### src/rtl/audio_clk_nco_if.sv
// Control and clock-output bundle of the audio clock NCO.
// The controller drives run/config requests; the NCO returns the audio clocks and strobes.
interface audio_clk_nco_if #(
  parameter int ACC_W = 32
);
  logic             enable;
  logic [ACC_W-1:0] cfg_fw;
  logic             cfg_valid;
  logic             cfg_ready;
  logic             mclk;
  logic             bclk;
  logic             lrck;
  logic             bclk_fall;
  logic             frame_start;
  logic             running;

  modport master (
    output enable, cfg_fw, cfg_valid,
    input  cfg_ready, mclk, bclk, lrck, bclk_fall, frame_start, running
  );

  modport slave (
    input  enable, cfg_fw, cfg_valid,
    output cfg_ready, mclk, bclk, lrck, bclk_fall, frame_start, running
  );
endinterface

### src/rtl/audio_clk_nco.sv
// Phase-accumulator audio clock generator: derives MCLK/BCLK/LRCK plus clk-domain
// strobes from the fabric clock, with frame-aligned frequency-word updates.
module audio_clk_nco #(
  parameter int             ACC_W    = 32,
  parameter int             MCLK_FS  = 256,
  parameter int             BCLK_FS  = 64,
  parameter logic [ACC_W-1:0] FW_RESET = 32'h3EEA209A
) (
  input  logic            clk,
  input  logic            rst_n,
  audio_clk_nco_if.slave  bus
);

  localparam int CNT_W = $clog2(MCLK_FS);
  localparam int RATIO = MCLK_FS / BCLK_FS;
  localparam int BSEL  = $clog2(RATIO) - 1;
  localparam logic [ACC_W-1:0] FW_MAX = {1'b1, {(ACC_W-1){1'b0}}};

  typedef enum logic [1:0] {
    IDLE  = 2'd0,
    RUN   = 2'd1,
    DRAIN = 2'd2
  } state_t;

  state_t             state, state_nxt;
  logic [ACC_W-1:0]   acc, acc_nxt;
  logic [ACC_W-1:0]   fw, fw_nxt;
  logic [ACC_W-1:0]   pend_fw, pend_fw_nxt;
  logic               pend_valid, pend_valid_nxt;
  logic [CNT_W-1:0]   cnt, cnt_nxt;
  logic               mclk, mclk_nxt;
  logic               bclk, bclk_nxt;
  logic               lrck, lrck_nxt;
  logic               bclk_fall, bclk_fall_nxt;
  logic               frame_start, frame_start_nxt;
  logic               running, running_nxt;

  logic [ACC_W:0]     sum;
  logic [ACC_W-1:0]   fw_clamped;
  logic               active;
  logic               tick;
  logic               mclk_fall;
  logic               wrap;
  logic               take;
  logic               apply;

  always_ff @(posedge clk or negedge rst_n) begin
    if (!rst_n) begin
      state       <= IDLE;
      acc         <= '0;
      fw          <= FW_RESET;
      pend_fw     <= '0;
      pend_valid  <= 1'b0;
      cnt         <= '0;
      mclk        <= 1'b0;
      bclk        <= 1'b0;
      lrck        <= 1'b0;
      bclk_fall   <= 1'b0;
      frame_start <= 1'b0;
      running     <= 1'b0;
    end else begin
      state       <= state_nxt;
      acc         <= acc_nxt;
      fw          <= fw_nxt;
      pend_fw     <= pend_fw_nxt;
      pend_valid  <= pend_valid_nxt;
      cnt         <= cnt_nxt;
      mclk        <= mclk_nxt;
      bclk        <= bclk_nxt;
      lrck        <= lrck_nxt;
      bclk_fall   <= bclk_fall_nxt;
      frame_start <= frame_start_nxt;
      running     <= running_nxt;
    end
  end

  always_comb begin
    sum        = {1'b0, acc} + {1'b0, fw};
    fw_clamped = bus.cfg_fw[ACC_W-1] ? FW_MAX : bus.cfg_fw;
    active     = (state != IDLE);
    tick       = active && sum[ACC_W];
    mclk_fall  = tick && mclk;
    wrap       = mclk_fall && (cnt == '1);

    state_nxt = state;
    case (state)
      IDLE:    if (bus.enable) state_nxt = RUN;
      RUN:     if (!bus.enable) state_nxt = DRAIN;
      // Re-enable wins over the final wrap so an uninterrupted clock keeps running.
      DRAIN: begin
        if (bus.enable)  state_nxt = RUN;
        else if (wrap)   state_nxt = IDLE;
      end
      default: state_nxt = IDLE;
    endcase

    acc_nxt  = active ? sum[ACC_W-1:0] : '0;
    mclk_nxt = tick ? ~mclk : mclk;
    cnt_nxt  = mclk_fall ? cnt + 1'b1 : cnt;
    if (state_nxt == IDLE) begin
      acc_nxt  = '0;
      mclk_nxt = 1'b0;
      cnt_nxt  = '0;
    end

    bclk_nxt      = cnt_nxt[BSEL];
    lrck_nxt      = cnt_nxt[CNT_W-1];
    bclk_fall_nxt = bclk && !bclk_nxt;
    frame_start_nxt = ((state == IDLE) && bus.enable) ||
                      (wrap && (state_nxt == RUN));
    running_nxt   = (state_nxt != IDLE);

    // One-deep pending slot; a full slot blocks new words rather than overwriting.
    take           = bus.cfg_valid && !pend_valid;
    apply          = pend_valid && ((state == IDLE) || wrap);
    fw_nxt         = apply ? pend_fw : fw;
    pend_fw_nxt    = take ? fw_clamped : pend_fw;
    pend_valid_nxt = pend_valid;
    if (apply)     pend_valid_nxt = 1'b0;
    else if (take) pend_valid_nxt = 1'b1;
  end

  assign bus.cfg_ready   = ~pend_valid;
  assign bus.mclk        = mclk;
  assign bus.bclk        = bclk;
  assign bus.lrck        = lrck;
  assign bus.bclk_fall   = bclk_fall;
  assign bus.frame_start = frame_start;
  assign bus.running     = running;

endmodule

### src/flat_wrapper.sv
// flat-port wrapper written by rule: the top's interface ports become plain ports
module audio_clk_nco_flat 
#(
  parameter int             ACC_W    = 32,
  parameter int             MCLK_FS  = 256,
  parameter int             BCLK_FS  = 64,
  parameter logic [ACC_W-1:0] FW_RESET = 32'h3EEA209A
)
  (clk, rst_n, bus_enable, bus_cfg_fw, bus_cfg_valid, bus_cfg_ready, bus_mclk, bus_bclk, bus_lrck, bus_bclk_fall, bus_frame_start, bus_running);
  audio_clk_nco_if #(.ACC_W(ACC_W)) bus_i ();
  input  logic clk;
  input  logic rst_n;
  input wire logic [$bits(bus_i.enable)-1:0] bus_enable;
  input wire logic [$bits(bus_i.cfg_fw)-1:0] bus_cfg_fw;
  input wire logic [$bits(bus_i.cfg_valid)-1:0] bus_cfg_valid;
  output wire logic [$bits(bus_i.cfg_ready)-1:0] bus_cfg_ready;
  output wire logic [$bits(bus_i.mclk)-1:0] bus_mclk;
  output wire logic [$bits(bus_i.bclk)-1:0] bus_bclk;
  output wire logic [$bits(bus_i.lrck)-1:0] bus_lrck;
  output wire logic [$bits(bus_i.bclk_fall)-1:0] bus_bclk_fall;
  output wire logic [$bits(bus_i.frame_start)-1:0] bus_frame_start;
  output wire logic [$bits(bus_i.running)-1:0] bus_running;
  assign bus_i.enable = bus_enable;
  assign bus_i.cfg_fw = bus_cfg_fw;
  assign bus_i.cfg_valid = bus_cfg_valid;
  assign bus_cfg_ready = bus_i.cfg_ready;
  assign bus_mclk = bus_i.mclk;
  assign bus_bclk = bus_i.bclk;
  assign bus_lrck = bus_i.lrck;
  assign bus_bclk_fall = bus_i.bclk_fall;
  assign bus_frame_start = bus_i.frame_start;
  assign bus_running = bus_i.running;
  audio_clk_nco #(.ACC_W(ACC_W), .MCLK_FS(MCLK_FS), .BCLK_FS(BCLK_FS), .FW_RESET(FW_RESET)) u_core (.clk(clk), .rst_n(rst_n), .bus(bus_i));
endmodule
### config.mk
export PLATFORM = sky130hd
export DESIGN_NAME = audio_clk_nco_flat
export DESIGN_NICKNAME = d
export VERILOG_FILES = /design/src/rtl/audio_clk_nco_if.sv /design/src/rtl/audio_clk_nco.sv /design/src/flat_wrapper.sv
export SDC_FILE = /design/constraint.sdc
export NUM_CORES = 1
export LEC_CHECK = 0
export BUFFER_PORTS_ARGS = -buffer_cell sky130_fd_sc_hd__buf_2
export CAP_MARGIN = 15
export CORE_MARGIN = 1.5
export CORE_UTILIZATION = 50
export DETAILED_ROUTE_END_ITERATION = 10
export PLACE_DENSITY = 0.71
export SYNTH_ARGS = -nofsm -noshare
export SYNTH_HDL_FRONTEND = slang
export SYNTH_SLANG_ARGS = --single-unit
### constraint.sdc
create_clock -name clk -period 3 [get_ports clk]
set_clock_uncertainty 0.2 [all_clocks]
set_input_delay 0.6 -clock clk [delete_from_list [all_inputs] [get_ports clk]]
set_output_delay 0.6 -clock clk [all_outputs]
set_load 0.03 [all_outputs]
==> metrics.md <==
| Metric | Value |
|---|---|
| Status | `finished, violations left` |
| Failing checks | `setup timing` |
| Post-synthesis cell type count | `60` |
| Die Y | `~120 µm` |
| Worst Path Arrival | `approximately 3.2 ns` |
| Clk Latency, worst-skew pair | `roughly 0.37 ns` |
| PwrDens | `just under 900 mW/mm²` |
| Syn. warnings | `0` |
| Main synth FF type | `dfrtp_1` |
| Die area | `0.0133 mm²` |
| Post-layout util | `0.633` |
| Leakage | `approximately 3.7 nW` |
| DP Cell Count | `roughly 860` |
| First-iteration detailed-routing DRC count | `between 200 and 250` |
| Clock slew at the register clock pins of the worst setup and hold paths | `roughly 0.070 ns` |
| DR vias | `4815` |
| Mapped Area | `approximately 0.0063 mm²` |
| # IOs | `43` |
| Max Freq | `approximately 310 MHz` |
| Drt wl/cell | `roughly 15 µm` |
| Core outline area | `0.0122 mm²` |
| Final WL | `~14 mm` |
| H-tree Lvls | `3` |
| Tmin final | `~3.2 ns` |
| Worst hold slack | `0.281 ns` |
| VDD IR max | `approximately 0.47 mV` |
| Sw Share | `0.376` |
| Synth Area per Inst | `between 10 and 15 µm²` |
| Critical path type | `flop to flop` |
| Net Count, Synth | `approximately 690` |
| Sequential share of the synthesized area | `0.445` |
| CTS Buf Count | `9` |
| Final period util | `1.06` |
| EDFF count, synth | `0` |
| Critical path fanouts, max | `13` |
| Final setup fails | `75` |
| Initial antenna violation count | `0` |
| Die width | `~120 µm` |
| Crit. End Element | `flop` |
| IO buf count | `42` |
| Hold Fails Final Rpt | `0` |
| Initial core utilization | `0.517` |
| Sequential share of power | `0.341` |
| Comb pwr share | `0.474` |
| RSZ-0062 raised after global routing | `true` |
| Final setup TNS | `-8.59 ns` |
| Post-synth ARST share | `1.00` |
| Net switching power | `between 2 and 3 mW` |
| Hold crit path type | `primary input to flop` |
| Place WS | `-0.217 ns` |
| Slew headroom | `0.720` |
| HPWL Detailed | `approximately 10 mm` |
| Gr ovfl total | `0` |
| Final nets | `about 790` |
| N_diodes | `0` |
| Final antenna-violating net count | `0` |
| Worst Reg-to-Reg Cells | `12` |
| # fillers | `1011` |
| WP data required | `3.04 ns` |
| CTS Buffer Depth | `2` |
| Post-DP Area | `about 0.007 mm²` |
| Clock Power Share | `0.184` |
| Gate Count Post-Synth | `roughly 620` |
| Vias/cell | `around 5.4` |
| Post-Layout Cell Count | `between 800 and 900` |
| Area delta synth->final | `22.3%` |
| Largest net degree at the start of global routing | `48` |
| Pre-antenna DRT Iters | `4` |
| Gpl congestion | `0.916` |
| Num rows | `40` |
| Post-route cell area | `0.00769 mm²` |
| Slew Limit Fails | `0` |
| Total power | `6.85 mW` |
| DRC | `0` |
| Worst slew pin tran | `0.409 ns` |
| Post-layout worst setup margin | `-0.180 ns` |
| Vias in the first global route | `between 4000 and 5000` |
| Internal power | `4.27 mW` |
| CTS tree | `yes` |
| Max_cap viols | `0` |
| First-pass GRT wire length | `around 23 mm` |
| Root Driver | `clkbuf_16` |
| Clock sink count | `111` |
| FF+latch count, synth | `approximately 110` |
| Share of layout cells above drive strength 1 | `0.304` |
| Global Route Usage Sum | `0.219` |
| Hold Path Stages | `2` |
| Critical path launch point type | `flop` |
==> repair_timing <==
item | CTS | global route
setup buffers | 1 | 5
resized for setup | 4 | 43
hold buffers | 1 | 0
hold endpoints to repair | 29 | 0
pin swaps | 5 | 18
gates cloned | 1 | 1
setup endpoints to repair | 74 | 76
==> flip-flops by register name, indices dropped and copies added, names as in the netlist, 2 cells and up <==
register        count
u_core.fw          32
u_core.acc         32
u_core.cnt          8
u_core.pend_fw     32
u_core.state        2
==> worst paths after layout <==
| path | startpoint | endpoint | slack, ns |
|---|---|---|---|
| worst max-delay path | u_core.fw[0] | u_core.fw[2] | -0.18 |
| worst min-delay path | bus_enable | u_core.state[1] | 0.28 |
| worst max register to register | u_core.fw[0] | u_core.fw[2] | -0.18 |
| worst min register to register | u_core.pend_fw[25] | u_core.pend_fw[25] | 0.28 |
| max in group asynchronous | rst_n | u_core.fw[4] | 1.29 |
| min in group asynchronous | rst_n | u_core.pend_fw[13] | 0.52 |
==> cell type report <==
type,instances,area (µm²),share of cell area
clock buffers,10,239,0.0311
well taps,168,210,0.0273
inverters,16,60.1,0.00781
flip-flops and latches,111,2800,0.363
multi-input cells,467,3480,0.452
clock inverters,6,72.6,0.00943
repair buffers,110,837,0.109
==> power by group through the flow <==
stage                     registers (mW)  clock network, mW  logic (mW)
after floorplan                     2.25                  0        2.19
after global placement              2.35                  0        2.93
after detailed placement            2.36                  0        3.02
after CTS                           2.34               1.29        3.05
after global routing                2.40               1.36        3.59
final                               2.34               1.26        3.25
==> cell usage in the layout (no fill, tap or decap), drive strengths merged, types with 6 or more instances in the layout <==
cell type  Yosys  layout
a211oi        10      10
a21o          23      23
a21oi         34      34
a31oi          8       8
buf           16     108
clkbuf        13      11
dfrtp         96      96
dfstp         15      15
ha            33      33
inv           16      20
mux2          34      34
nand2         58      58
nand2b        38      38
nand3          8       8
nand4          8       8
nor2          57      57
nor3          13      13
o21a           6       6
o21ai         52      52
xnor2         15      15
xor2          12      12
==> routing by layer <==
metal | track usage | share of wire
met5 | 0 | 0
met4 | 0.0593 | 0.011
met3 | 0.0501 | 0.036
met2 | 0.352 | 0.47
met1 | 0.300 | 0.48
==> synthesized netlist by cell type (11+ instances only) <==
cell type  count  area (µm²)
dfrtp_1       96        2400
nand2_1       58         218
nor2_1        57         214
o21ai_0       50         250
nand2b_1      38         238
a21oi_1       33         165
ha_1          33         413
mux2_4        30         450
a21o_1        23         173
inv_1         16        60.1
dfstp_2       15         394
xnor2_1       15         131
clkbuf_1      13        48.8
nor3_1        13        65.1
xor2_1        12         105
buf_2         11        55.1
==> logic make-up (layout without fill, tap and decap cells) <==
kind of cell    Yosys count  count (layout)  synth area share
compound gates          166             167             0.180
xor+xnor                 27              27            0.0376
simple gates            203             203             0.154
mux                      36              36            0.0820
buf+inv                  45             142            0.0332
fa+ha+maj                34              34            0.0688
flops                   111             111             0.445
==> worst max-delay path: stages, from the launching register on <==
cell and delay [ns]:
dfrtp_1 0.35, ha_2 0.18, inv_2 0.04, fa_2 0.38, nand2b_4 0.16, a211oi_4 0.23
o211ai_2 0.12, a21oi_2 0.23, o2111ai_4 0.20, a211oi_4 0.31, o21ai_4 0.16, buf_12 0.18
mux2_4 0.29
(Power assumes the default switching activity.)
